[src/rtl/stream_arb_pkg.sv]
`default_nettype none
// ============================================================================
// Module   : stream_arb_pkg
// Purpose  : Shared FSM state type and index-width helper for stream_rr_arbiter.
// Revision : 1.0 - initial release
// ============================================================================
package stream_arb_pkg;

    typedef enum logic [1:0] {
        ST_IDLE  = 2'd0,
        ST_ARB   = 2'd1,
        ST_GRANT = 2'd2
    } arb_state_t;

    // Width of an index into n items; never narrower than one bit.
    function automatic int idx_w(input int n);
        return (n <= 2) ? 1 : $clog2(n);
    endfunction

endpackage : stream_arb_pkg
`default_nettype wire

[src/rtl/rr_pick.sv]
`default_nettype none
// ============================================================================
// Module   : rr_pick
// Purpose  : Combinational round-robin picker: first set request at or after
//            ptr, searching upward and wrapping from N-1 to 0.
// Revision : 1.0 - initial release
// ============================================================================
module rr_pick
    import stream_arb_pkg::*;
#(
    parameter int N = 4,
    parameter int W = 2
) (
    input  logic [N-1:0] req,
    input  logic [W-1:0] ptr,
    output logic         found,
    output logic [W-1:0] idx
);

    logic [W:0] w_cand;

    // Walk offsets from farthest to nearest so the nearest hit wins.
    always_comb begin
        found  = 1'b0;
        idx    = '0;
        w_cand = '0;
        for (int k = N - 1; k >= 0; k--) begin
            w_cand = {1'b0, ptr} + (W+1)'(k);
            if (w_cand >= (W+1)'(N)) begin
                w_cand = w_cand - (W+1)'(N);
            end
            if (req[w_cand[W-1:0]]) begin
                found = 1'b1;
                idx   = w_cand[W-1:0];
            end
        end
    end

endmodule : rr_pick
`default_nettype wire

[src/rtl/stream_rr_arbiter.sv]
`default_nettype none
// ============================================================================
// Module   : stream_rr_arbiter
// Purpose  : Round-robin burst arbiter sharing one AXI4-Stream datapath among
//            S_COUNT producers, with a single registered output stage.
//            Optional m_axis_tid port enabled by defining STREAM_ARB_TID_EN.
// Revision : 1.0 - initial release
// ============================================================================
module stream_rr_arbiter
    import stream_arb_pkg::*;
#(
    parameter int S_COUNT    = 4,
    parameter int DATA_WIDTH = 8,
    parameter int BURST_LEN  = 16
) (
    input  logic                          ap_clk,
    input  logic                          ap_rst,
    input  logic [S_COUNT*DATA_WIDTH-1:0] s_axis_tdata,
    input  logic [S_COUNT-1:0]            s_axis_tvalid,
    output logic [S_COUNT-1:0]            s_axis_tready,
    output logic [DATA_WIDTH-1:0]         m_axis_tdata,
    output logic                          m_axis_tvalid,
    input  logic                          m_axis_tready
`ifdef STREAM_ARB_TID_EN
    ,
    output logic [$clog2(S_COUNT)-1:0]    m_axis_tid
`endif
);

    localparam int c_IDX_W = idx_w(S_COUNT);
    localparam int c_CNT_W = $clog2(BURST_LEN + 1);
    localparam logic [c_IDX_W-1:0] c_LAST_IDX  = c_IDX_W'(S_COUNT - 1);
    localparam logic [c_CNT_W-1:0] c_BURST_CNT = c_CNT_W'(BURST_LEN);

    arb_state_t            r_state;
    arb_state_t            w_state_nxt;
    logic [c_IDX_W-1:0]    r_ptr;
    logic [c_IDX_W-1:0]    r_grant_idx;
    logic [c_CNT_W-1:0]    r_cnt;
    logic [DATA_WIDTH-1:0] r_m_data;
    logic                  r_m_valid;

    logic                  w_pick_found;
    logic [c_IDX_W-1:0]    w_pick_idx;
    logic                  w_out_ready;
    logic                  w_grant_open;
    logic                  w_accept;
    logic                  w_last_beat;
    logic [DATA_WIDTH-1:0] w_gnt_data;

    rr_pick #(
        .N (S_COUNT),
        .W (c_IDX_W)
    ) u_rr_pick (
        .req   (s_axis_tvalid),
        .ptr   (r_ptr),
        .found (w_pick_found),
        .idx   (w_pick_idx)
    );

    // The output stage can take a beat when empty or draining this cycle.
    assign w_out_ready  = !r_m_valid || m_axis_tready;
    assign w_grant_open = (r_state == ST_GRANT) && !ap_rst && w_out_ready;
    assign w_accept     = w_grant_open && s_axis_tvalid[r_grant_idx];
    assign w_last_beat  = w_accept && (r_cnt == c_CNT_W'(1));
    assign w_gnt_data   = s_axis_tdata[int'(r_grant_idx)*DATA_WIDTH +: DATA_WIDTH];

    always_comb begin
        s_axis_tready = '0;
        if (w_grant_open) begin
            s_axis_tready[r_grant_idx] = 1'b1;
        end
    end

    always_comb begin
        w_state_nxt = r_state;
        case (r_state)
            ST_IDLE:  if (|s_axis_tvalid) w_state_nxt = ST_ARB;
            ST_ARB:   w_state_nxt = w_pick_found ? ST_GRANT : ST_IDLE;
            ST_GRANT: if (w_last_beat) w_state_nxt = ST_IDLE;
            default:  w_state_nxt = ST_IDLE;
        endcase
    end

    always_ff @(posedge ap_clk) begin
        if (ap_rst) begin
            r_state     <= ST_IDLE;
            r_ptr       <= '0;
            r_grant_idx <= '0;
            r_cnt       <= '0;
        end else begin
            r_state <= w_state_nxt;
            if (r_state == ST_ARB && w_pick_found) begin
                r_grant_idx <= w_pick_idx;
                r_cnt       <= c_BURST_CNT;
            end
            if (w_accept) begin
                r_cnt <= r_cnt - c_CNT_W'(1);
            end
            if (w_last_beat) begin
                r_ptr <= (r_grant_idx == c_LAST_IDX) ? '0 : r_grant_idx + c_IDX_W'(1);
            end
        end
    end

    always_ff @(posedge ap_clk) begin
        if (ap_rst) begin
            r_m_data  <= '0;
            r_m_valid <= 1'b0;
        end else if (w_accept) begin
            r_m_data  <= w_gnt_data;
            r_m_valid <= 1'b1;
        end else if (m_axis_tready) begin
            r_m_valid <= 1'b0;
        end
    end

    assign m_axis_tdata  = r_m_data;
    assign m_axis_tvalid = r_m_valid;

`ifdef STREAM_ARB_TID_EN
    logic [c_IDX_W-1:0] r_m_tid;

    always_ff @(posedge ap_clk) begin
        if (ap_rst) begin
            r_m_tid <= '0;
        end else if (w_accept) begin
            r_m_tid <= r_grant_idx;
        end
    end

    assign m_axis_tid = r_m_tid;
`endif

endmodule : stream_rr_arbiter
`default_nettype wire

[config.mk]
export PLATFORM = sky130hd
export DESIGN_NAME = stream_rr_arbiter
export DESIGN_NICKNAME = d
export VERILOG_FILES = /design/src/rtl/stream_arb_pkg.sv /design/src/rtl/rr_pick.sv /design/src/rtl/stream_rr_arbiter.sv
export SDC_FILE = /design/constraint.sdc
export NUM_CORES = 1
export LEC_CHECK = 0
export ABC_AREA = 1
export CORE_MARGIN = 5
export CORE_UTILIZATION = 44
export DETAILED_ROUTE_END_ITERATION = 8
export GPL_TIMING_DRIVEN = 0
export PLACE_DENSITY = 0.79
export SLEW_MARGIN = 20
export SYNTH_ARGS = -nofsm -noshare
export SYNTH_HDL_FRONTEND = slang
export SYNTH_SLANG_ARGS = --single-unit
[constraint.sdc]
create_clock -name ap_clk -period 1.7 [get_ports ap_clk]
set_clock_uncertainty 0.2 [all_clocks]
set_input_delay 0.34 -clock ap_clk [delete_from_list [all_inputs] [get_ports ap_clk]]
set_output_delay 0.34 -clock ap_clk [all_outputs]
set_load 0.05 [all_outputs]
---- Yosys cells after proc, flatten, opt, wreduce, memory -nomap -nowiden ----
Cells that the tools add are included.
word-level totals
  register bits after elaboration ......... 20
  bits of input ports ..................... 39
  output and inout bits ................... 13
cells by class
  add/subtract/negate cells ............... 9
  $lt $le $gt $ge ......................... 10
  equal/unequal tests ..................... 6
  shift-type cells ........................ 1
  mux-type cells .......................... 34
  reduce and logical (&&, ||, !) cells .... 14
operators by type and width
  operator                                                           count
  variable part select 32 x 6 -> 8 bit                               1
  2-to-1 mux 2 bit                                                   12
  < comparator 2 x 3 -> 1 bit, second input constant                 5
  2-to-1 mux 1 bit                                                   12
  binary-select mux 1 bit (select 2 bit)                             5
  2-to-1 mux 5 bit                                                   2
  greater-or-equal comparator 3 bit, second input constant           3
  subtractor 2 x 1 -> 2 bit, second input constant                   4
  adder 2 x 2 -> 3 bit, second input constant                        2
  logical AND 1 bit                                                  6
  one-hot mux 2 bit (3 select lines)                                 1
  == test 5 x 1 -> 1 bit, second input constant                      1
  subtractor 5 x 1 -> 5 bit, second input constant                   1
  == test 2 bit, second input constant                               2
  2-to-1 mux 4 bit                                                   1
  != test 2 bit, second input constant                               2
  nonzero test 2 bit                                                 2
  OR reduction 4 bit                                                 1
  adder 2 x 1 -> 3 bit, second input constant                        1
  greater-or-equal comparator 2 x 3 -> 1 bit, second input constant  1
  adder 2 x 1 -> 2 bit, second input constant                        1
  demux 1 bit (select 2 bit)                                         1
  == test 2 x 1 -> 1 bit, second input constant                      1
  greater-or-equal comparator 2 x 1 -> 1 bit, second input constant  1
  4 further kinds                                                    5

---- Logic depth before layout (Yosys ltp) ----
Gate-level depths: netlist of run 1.
  word-level depth ........................ 12
  gate-level depth with buffers ........... 11
  depth with buffers taken out ............ 10

---- Modules after synthesis ----
Synthesis of run 1 repeated with hierarchy kept, for this count alone.
second synthesis, totals
  cell total of the unflattened synthesis .. 235
  area, all modules ....................... 1496.4 µm²
by module, submodules not included
  module             instances  cells each  area each (µm²)
  stream_rr_arbiter  1          189         1283.7
  rr_pick            1          46          212.7

---- Worst setup path after synthesis of run 1 ----
Ideal clock, no wire load.
  path type ............................... register to output
  from .................................... register r_grant_idx[0]
  to ...................................... output s_axis_tready[2]
  arrival ................................. 1.562 ns
  data required time ...................... 1.160 ns
  path slack .............................. -0.402 ns
  cell stages (with the launch flop) ...... 7
  path buffers ............................ 2
  path through ............................ dfxtp_1 > buf_6 > inv_4 > buf_6 > ha_1 > inv_1 > nor2_1
on the way
  cells in the longest elaborated chain, start to end .. 5
ends and longest elaborated chain
  element                                                                                                          RTL line                 text
  start, declared                                                                                                  stream_rr_arbiter.sv:38  logic [c_IDX_W-1:0] r_grant_idx;
  start signal, assigned                                                                                           stream_rr_arbiter.sv:94  r_grant_idx <= w_pick_idx;
  < comparator 2 x 3 -> 1 bit (not written as such) or greater-or-equal comparator 2 x 1 -> 1 bit (tied branches)  stream_rr_arbiter.sv:71  s_axis_tready[r_grant_idx] = 1'b1;
  logical AND 1 bit (not written as such)                                                                          stream_rr_arbiter.sv:71
  2-to-1 mux 1 bit (not written as such)                                                                           stream_rr_arbiter.sv:71
  demux 1 bit (select 2 bit) *                                                                                     stream_rr_arbiter.sv:71
  2-to-1 mux 4 bit *                                                                                               stream_rr_arbiter.sv:70  if (w_grant_open) begin
  end, declared                                                                                                    stream_rr_arbiter.sv:20  output logic [S_COUNT-1:0] s_axis_tready,
Mark *: on every way between the ends. The rest lies on a longest branch, timed or not.

---- Worst setup path in the final report of run 1 ----
  from .................................... register r_grant_idx[0]
  to ...................................... output s_axis_tready[1]
The elaborated chain is that of the path after synthesis.

==> results of run 1 <==
==> per-layer routing <==
layer  share of wire (%)  global-route usage [%]
met1                  41                    25.3
met5                   0                       0
met2                  54                    36.1
met4                 1.6                    6.85
met3                 3.5                    2.53
==> report_power, final <==
group | internal (mW) | switching, mW | leakage (nW)
sequential | 0.501 | 0.0288 | 0.165
clock | 0.0827 | 0.137 | 0.0138
combinational | 0.279 | 0.327 | 0.778
==> area by class of cell <==
| class | count | area (sq um) | share of cell area (%) |
|---|---|---|---|
| multi-input combinational | 161 | 978 | 43.1 |
| timing repair buffer | 65 | 627 | 27.6 |
| sequential | 20 | 410 | 18.1 |
| inverter | 22 | 97.6 | 4.30 |
| buffer | 8 | 78.8 | 3.47 |
| tap | 44 | 55.1 | 2.42 |
| clock buffer | 3 | 22.5 | 0.991 |
| antenna | 1 | 2.50 | 0.110 |
==> kinds of logic (layout without fill, tap and decap cells) <==
family                     after synthesis  count (layout)  share of synthesized area [%]
adders and majority gates                6               6                           5.33
buffers and inverters                   31              98                           12.2
DFF                                     20              20                           28.4
other                                    0               1                              0
and+or+nand+nor                        103             103                           32.3
xor gates and xnor gates                 3               3                           1.87
AOI/OAI and AO/OA                       49              49                           19.9
==> timing repair <==
item                                   in CTS  in global routing
endpoints found under the hold margin       0                  2
pin swaps                                   3                 13
setup endpoints to repair                  14                 27
hold buffers                                0                  3
setup buffers                               7                  3
gates cloned                                1                  1
resized for setup                          65                 36
==> worst max-delay path: stages (launching register included) <==
cell,delay (ns)
dfxtp_4,0.38
buf_6,0.12
ha_2,0.17
inv_2,0.04
nor2_4,0.11
buf_8,0.15
==> synth_stat cells <==
| master | count |
|---|---|
| buf_6 | 4 |
| o21ai_0 | 19 |
| nand3_2 | 1 |
| nand4_1 | 1 |
| xnor2_1 | 1 |
| inv_2 | 6 |
| nand3_1 | 14 |
| xor2_1 | 2 |
| inv_4 | 1 |
| nor2_2 | 7 |
| nand2_1 | 36 |
| o21ai_1 | 9 |
| a21oi_2 | 1 |
| inv_1 | 15 |
| ha_1 | 6 |
| nor4_1 | 1 |
| nor2_1 | 38 |
| buf_4 | 3 |
| nand3b_1 | 1 |
| a31oi_1 | 1 |
| o22ai_1 | 9 |
| buf_8 | 1 |
| nor3_1 | 2 |
| nand2_4 | 2 |
| o21ai_2 | 1 |
| dfxtp_1 | 20 |
| a21oi_1 | 7 |
| clkbuf_1 | 1 |
| o211ai_2 | 2 |
==> flip-flops by register name (all words and copies together), names as in the netlist <==
name / cells
m_axis_tdata: 8
r_state: 2
r_grant_idx: 2
r_cnt: 5
m_axis_tvalid: 1
r_ptr: 2
==> metrics by stage <==
stage	setup TNS (ns)	cell area [sq um]	util (%)
after CTS	-0.444	2130	69.7
after detailed placement	-8.30	2000	65.6
after global routing	-0.762	2270	74.3
after floorplan	0	1450	-
final	-0.410	2270	74.4
after global placement	-7.90	2000	65.6
==> worst max path at each step <==
stage / start / end / depth (start not counted)
floorplan: m_axis_tvalid / r_cnt[2] / 7
detailed placement: m_axis_tready / s_axis_tready[0] / 6
finish: r_grant_idx[0] / s_axis_tready[1] / 5
global route: r_state[0] / s_axis_tready[2] / 6
CTS: r_grant_idx[0] / s_axis_tready[2] / 6
global placement: m_axis_tready / s_axis_tready[0] / 6
==> impl_metrics.json, run 1 <==
{
  "status": "finished with violations",
  "violations": "setup timing",
  "cts_max_level": 1,
  "initial_core_util_pct": 46.1,
  "hold_end": "m_axis_tvalid",
  "io_pins": 52,
  "p_per_area_nw_per_um2": 597,
  "r2r-end": "m_axis_tdata[3]",
  "reg2reg_slack_ns": 0.03,
  "drive_gt1_share_pct": 30.1,
  "io_buffers": 50,
  "drtPass1Iterations": 7,
  "yosysSeqAreaShare_pct": 28.4,
  "maxCapViolations": 0,
  "avgRoutedWirePerCell_microns": 13.8,
  "core_sq_um": 3050,
  "cts.sinks": 20,
  "hold_depth": 2,
  "avgSynthCellArea_sq_um": 6.64,
  "track_usage_pct": 20.4,
  "n_fill_cell": 241,
  "layout_common_cells": "34 x clkdlybuf4s50_1, 33 x nor2_1, 32 x nand2_1, 18 x o21ai_0, 16 x dfxtp_1",
  "p_leak_nw": 0.957,
  "yosys_register_bits": 20,
  "fin_nets": 326,
  "yosys.area.top_type_share_pct": 28.4,
  "critPathMaxFanout": 3,
  "final_cells": 324,
  "criticalPathCategory": "register to output port",
  "ant_nets": 0,
  "fmax_mhz": 551,
  "final_common_cell": "clkdlybuf4s50_1",
  "ys_warn_count": 0,
  "r2r-start": "r_state[0]",
  "critical_path.startpoint_type": "register",
  "wl_mm": 4.48,
  "maxSlewHeadroom_pct": 74.9,
  "hp-start": "ap_rst",
  "dp_cells": 306,
  "vias": 1647,
  "die_y_microns": 66.6,
  "ff2ff_path_depth": 10,
  "hp-class": "input pin to register",
  "hpwl_mm": 3.10,
  "overflow": 0,
  "arrival_ns": 1.28,
  "clock_path_buffers": 2,
  "avgViaCountPerCell": 5.08,
  "synth_cell_types": 29,
  "tightest_slew_ns": 0.377,
  "dp_worst_setup_slack_ns": -0.911,
  "cts_tree": "done",
  "clk_latency_ns": 0.30,
  "setup_violations": 4,
  "hold_violations": 0,
  "fp-row-count": 20,
  "clk_pin_slew_ns": 0.11,
  "drc": 0,
  "dieArea_sq_um": 4430,
  "layout_setup_ws_ns": -0.116,
  "antenna_found_initial": 0,
  "cp_data_required_time_ns": 1.16,
  "grt_pass1_vias": 1514,
  "rsz0062_at_grt": "yes",
  "peakVddDrop_v": 0.000575,
  "slew_viol_final": 0,
  "grt_pass1_wl_mm": 6.95,
  "place.gp.congestion": 0.882,
  "power_mw": 1.36,
  "final.period_utilization_pct": 107,
  "synthTopCellsByArea": "dfxtp_1 28%, nor2_1 10%, nand2_1 9.6%, o21ai_0 6.8%, ha_1 5.3%",
  "cp-end-kind": "output port",
  "synth.cell_area_sq_um": 1410,
  "die_x_microns": 66.6,
  "cts-root-buf": "clkbuf_4",
  "synthesis.nets": 257,
  "drt_iter0_markers": 86,
  "finalCriticalPeriod_ns": 1.82,
  "grt_max_degree": 17,
  "synth_area_leader_cell": "dfxtp_1",
  "synth_cells": 212,
  "numCtsBuffers": 3,
  "area_growth_pct": 61.4,
  "finalHoldWorstSlack_ns": 0.0495
}
Note: power is estimated with default switching activity, not from simulation.
==> run 2: changes to the inputs <==
--- a/config.mk
+++ b/config.mk
@@ -10,7 +10,7 @@
 export CORE_UTILIZATION = 44
 export DETAILED_ROUTE_END_ITERATION = 8
 export GPL_TIMING_DRIVEN = 0
-export PLACE_DENSITY = 0.79
+export PLACE_DENSITY_LB_ADDON = 0.05
 export SLEW_MARGIN = 20
 export SYNTH_ARGS = -nofsm -noshare
 export SYNTH_HDL_FRONTEND = slang
==> impl_metrics.json, run 2 (synthesized netlist as in run 1, its figures left out) <==
{
  "status": "finished with violations",
  "violations": "setup timing",
  "pwr-share-seq_pct": 37.7,
  "max_stage_delay_ns": 0.34,
  "path_common_cell": "inv_2",
  "tightest_slew_ns": 0.335,
  "cp_data_required_time_ns": 1.16,
  "slew_viol_final": 0,
  "criticalPathCategory": "register to output port",
  "path_delay_family": "simple AND/OR/NAND/NOR gates",
  "layout_common_cells": "35 x clkdlybuf4s50_1, 34 x nand2_1, 33 x nor2_1, 19 x o21ai_0, 18 x buf_4",
  "p_clk_share_pct": 19.4,
  "slowest_stage": "dfxtp_2",
  "swShare_pct": 34.7,
  "clk_pin_slew_ns": 0.11,
  "largest_register_ffs": 8,
  "peakVddDrop_v": 0.000536,
  "antenna_found_initial": 0,
  "grt_pass1_vias": 1559,
  "area_growth_pct": 62.1,
  "critical_path.startpoint_type": "register",
  "final.period_utilization_pct": 106,
  "dp_cells": 306,
  "rsz0062_at_grt": "yes",
  "p_leak_nw": 0.962,
  "cts-root-buf": "clkbuf_4",
  "initial_core_util_pct": 46.1,
  "final_common_cell": "clkdlybuf4s50_1",
  "place_area_sq_um": 2000,
  "overflow": 0,
  "clk_latency_ns": 0.30,
  "p_per_area_nw_per_um2": 616,
  "maxCapViolations": 0,
  "arrival_ns": 1.27,
  "maxSlewHeadroom_pct": 77.6,
  "avgRoutedWirePerCell_microns": 13.1,
  "p_switching_mw": 0.487,
  "critPathBufInv": 3,
  "cts_max_level": 1,
  "dp_worst_setup_slack_ns": -0.913,
  "critPathMaxFanout": 6,
  "clock_path_buffers": 2,
  "fmax_mhz": 553,
  "cp-end-kind": "output port",
  "ant_nets": 0,
  "p_int_mw": 0.918,
  "n_antenna_cell": 0,
  "core_sq_um": 3050,
  "grt_max_degree": 17,
  "layout_setup_ws_ns": -0.109,
  "die_y_microns": 66.6,
  "hold_violations": 0,
  "avgViaCountPerCell": 4.88,
  "io_buffers": 50,
  "cts_tree": "done",
  "place.gp.congestion": 0.874,
  "drc": 0,
  "io_pins": 52,
  "track_usage_pct": 19.7,
  "numCtsBuffers": 3,
  "final_cells": 327,
  "hpwl_mm": 3.02,
  "wl_mm": 4.30,
  "hp-class": "input pin to register",
  "finalCriticalPeriod_ns": 1.81,
  "grt_pass1_wl_mm": 6.91,
  "cts_hold_buf": 0,
  "fp-row-count": 20,
  "crit_chain": "inv_2, nand2_2, inv_2, nand3_4, nor2_4, buf_8",
  "p_comb_share_pct": 42.9,
  "setup_violations": 6,
  "fin_nets": 329,
  "drt_iter0_markers": 109,
  "final_cell_area_sq_um": 2280,
  "die_x_microns": 66.6,
  "drive_gt1_share_pct": 30.0,
  "dieArea_sq_um": 4430,
  "cts.sinks": 20,
  "vias": 1597,
  "drtPass1Iterations": 4
}
## run 2: layout make-up
| class | count | area (sq um) |
|---|---|---|
| clock buffer | 4 | 36.3 |
| buffer | 8 | 78.8 |
| sequential | 20 | 410 |
| tap | 44 | 55.1 |
| inverter | 22 | 103 |
| fill | 266 | 771 |
| multi-input combinational | 161 | 950 |
| timing repair buffer | 68 | 649 |
## run 2: final timing paths
kind                                     start                to  slack [ns]  cells past startpoint
worst min register to register      r_state[1]        r_state[0]        0.23                      1
worst max register to register  r_grant_idx[0]          r_ptr[1]       -0.02                      8
worst min-delay path                    ap_rst          r_cnt[3]        0.02                      2
worst max-delay path                r_state[0]  s_axis_tready[3]       -0.11                      6
## run 2: stage by stage
stage / power (mW) / TNS, ns / util, % / hold WS, ns
floorplan: 0.851 / 0 / - / 0.210
global placement: 1.02 / -8.03 / 65.6 / 0.220
detailed placement: 1.03 / -8.47 / 65.6 / 0.227
CTS: 1.35 / -0.411 / 71.1 / 0.0121
global route: 1.50 / -1.56 / 74.8 / 0.00655
finish: 1.40 / -0.428 / 74.8 / 0.0169
## run 2: worst register-to-register path: stages, from the launching register on
cell and delay [ns]:
dfxtp_4 0.37, buf_6 0.13, buf_4 0.15, nand2_1 0.07, o211ai_2 0.13, a21oi_4 0.27, buf_4 0.15, nand3_1 0.07
a21oi_1 0.12
## run 2: power groups by stage
stage               sequential (mW)  combinational (mW)  clock [mW]
global placement              0.535               0.488           0
finish                        0.530               0.603       0.272
CTS                           0.527               0.545       0.279
floorplan                     0.565               0.286           0
global route                  0.535               0.664       0.299
detailed placement            0.535               0.490           0
## run 2: routing by layer
layer  GRT usage, %  part of all wire [%]
met1           25.8                    46
met2           35.5                    51
met3           2.19                   2.5
met4           2.28                  0.44
met5              0                     0
## run 2: what timing repair did
item,in CTS,in global routing
buffers inserted,8,8
gates cloned,0,2
gates resized for setup,72,23
pin swaps,4,7
setup endpoints to repair,13,24
==> run 3: changes to the inputs <==
--- a/config.mk
+++ b/config.mk
@@ -6,7 +6,7 @@
 export NUM_CORES = 1
 export LEC_CHECK = 0
 export ABC_AREA = 1
-export CORE_MARGIN = 5
+export CORE_MARGIN = 4
 export CORE_UTILIZATION = 44
 export DETAILED_ROUTE_END_ITERATION = 8
 export GPL_TIMING_DRIVEN = 0
==> impl_metrics.json, run 3 (synthesized netlist as in run 1, its figures left out) <==
{
  "drt_iter0_markers": 119,
  "cts-root-buf": "clkbuf_4",
  "violations": "setup timing",
  "tightest_slew_ns": 0.385,
  "drtPass1Iterations": 4,
  "clock_path_buffers": 2,
  "final_common_cell": "clkdlybuf4s50_1",
  "p_per_area_nw_per_um2": 654,
  "track_usage_pct": 20.3,
  "antenna_found_initial": 0,
  "multiInputGateArea_sq_um": 978,
  "finalCriticalPeriod_ns": 1.83,
  "p_leak_nw": 0.985,
  "initial_core_util_pct": 46.1,
  "arrival_ns": 1.29,
  "avgRoutedWirePerCell_microns": 13.4,
  "core_sq_um": 3050,
  "peakVddDrop_v": 0.000719,
  "critPathMaxFanout": 4,
  "layout_common_cells": "35 x clkdlybuf4s50_1, 33 x nor2_1, 32 x nand2_1, 19 x o21ai_0, 18 x buf_4",
  "vias": 1638,
  "ant_nets": 0,
  "io_buffers": 50,
  "dieArea_sq_um": 4170,
  "dp_worst_setup_slack_ns": -0.917,
  "cp-end-kind": "output port",
  "slowest_stage": "dfxtp_4",
  "power_mw": 1.55,
  "slew_viol_final": 0,
  "place.gp.congestion": 0.850,
  "final_util_pct": 77.7,
  "die_x_microns": 64.6,
  "clk_latency_ns": 0.31,
  "cts_tree": "done",
  "fmax_mhz": 546,
  "setup_violations": 4,
  "path_delay_family": "buffers and inverters",
  "grt_pass1_vias": 1511,
  "layout_setup_ws_ns": -0.133,
  "rsz0062_at_grt": "yes",
  "hp-class": "input pin to register",
  "ff2ff_path_depth": 8,
  "maxSlewHeadroom_pct": 74.3,
  "cts_max_level": 1,
  "maxCapViolations": 0,
  "criticalPathCategory": "register to output port",
  "hold_depth": 2,
  "largest_register_ffs": 8,
  "seqCellArea_sq_um": 410,
  "die_y_microns": 64.6,
  "fin_nets": 332,
  "drc": 0,
  "grt_max_degree": 16,
  "cp_data_required_time_ns": 1.16,
  "hold_violations": 0,
  "status": "finished with violations",
  "io_pins": 52,
  "n_fill_cell": 239,
  "path_depth": 6,
  "critical_path.startpoint_type": "register",
  "crit_chain": "buf_8, inv_12, ha_4, inv_2, nor2_4, buf_6",
  "area_growth_pct": 68.5,
  "grt_pass1_wl_mm": 6.88,
  "finalHoldWorstSlack_ns": 0.00938,
  "critPathBufInv": 4,
  "max_stage_delay_ns": 0.37,
  "clk_pin_slew_ns": 0.12,
  "wl_mm": 4.42,
  "hpwl_mm": 2.99,
  "drive_gt1_share_pct": 32.9,
  "numCtsBuffers": 3,
  "n_antenna_cell": 0,
  "avgViaCountPerCell": 4.96,
  "overflow": 0,
  "fp-row-count": 20,
  "cts.sinks": 20,
  "final.period_utilization_pct": 108
}
-- run 3: through the flow --
stage,TNS [ns],cell area (sq um),cells
2_1_floorplan,0,1450,212
3_3_place_gp,-8.00,2000,306
3_5_place_dp,-8.25,2000,306
4_1_cts,-0.446,2210,319
5_1_grt,-1.35,2370,330
6_report,-0.470,2370,330
-- run 3: layout make-up --
class | instances | area share (%)
buffer | 8 | 3.32
clock buffer | 3 | 0.949
clock inverter | 1 | 1.27
inverter | 22 | 4.32
multi-input combinational | 161 | 41.2
sequential | 20 | 17.3
tap | 44 | 2.32
timing repair buffer | 71 | 29.3
-- run 3: path summary, 6_finish.rpt --
check | startpoint | endpoint | slack, ns
worst min register to register | r_state[1] | r_state[0] | 0.23
worst max register to register | r_grant_idx[0] | r_cnt[2] | 0.02
worst min-delay path | ap_rst | m_axis_tvalid | 0.009
worst max-delay path | r_grant_idx[0] | s_axis_tready[2] | -0.13
-- run 3: worst reg2reg max path, stage by stage (launching register included) --
cell and delay [ns]:
dfxtp_4 0.37, buf_6 0.13, buf_4 0.15, o211ai_4 0.24, nand2_4 0.09, nand2_4 0.11
buf_8 0.12, nand3_2 0.06, a21oi_2 0.14
-- run 3: power by group --
part	total [mW]	switching, mW	internal, mW
clock	0.399	0.160	0.239
combinational	0.624	0.329	0.295
sequential	0.530	0.0284	0.501
total	1.55	0.517	1.03
-- run 3: per-layer routing --
metal,track usage (%),vias to the layer above,part of all wire (%)
met2,34.9,53,49
met4,6.33,0,2.4
met3,1.73,13,4.3
met5,0,-,0
li1,-,846,-
met1,26.7,726,44
-- run 3: timing repair --
item,4_1_cts,5_1_grt
hold buffers,0,2
setup endpoints to repair,13,22
pin swaps,6,11
buffers inserted,10,7
gates cloned,0,2
hold endpoints to repair,0,3
gates resized for setup,76,26
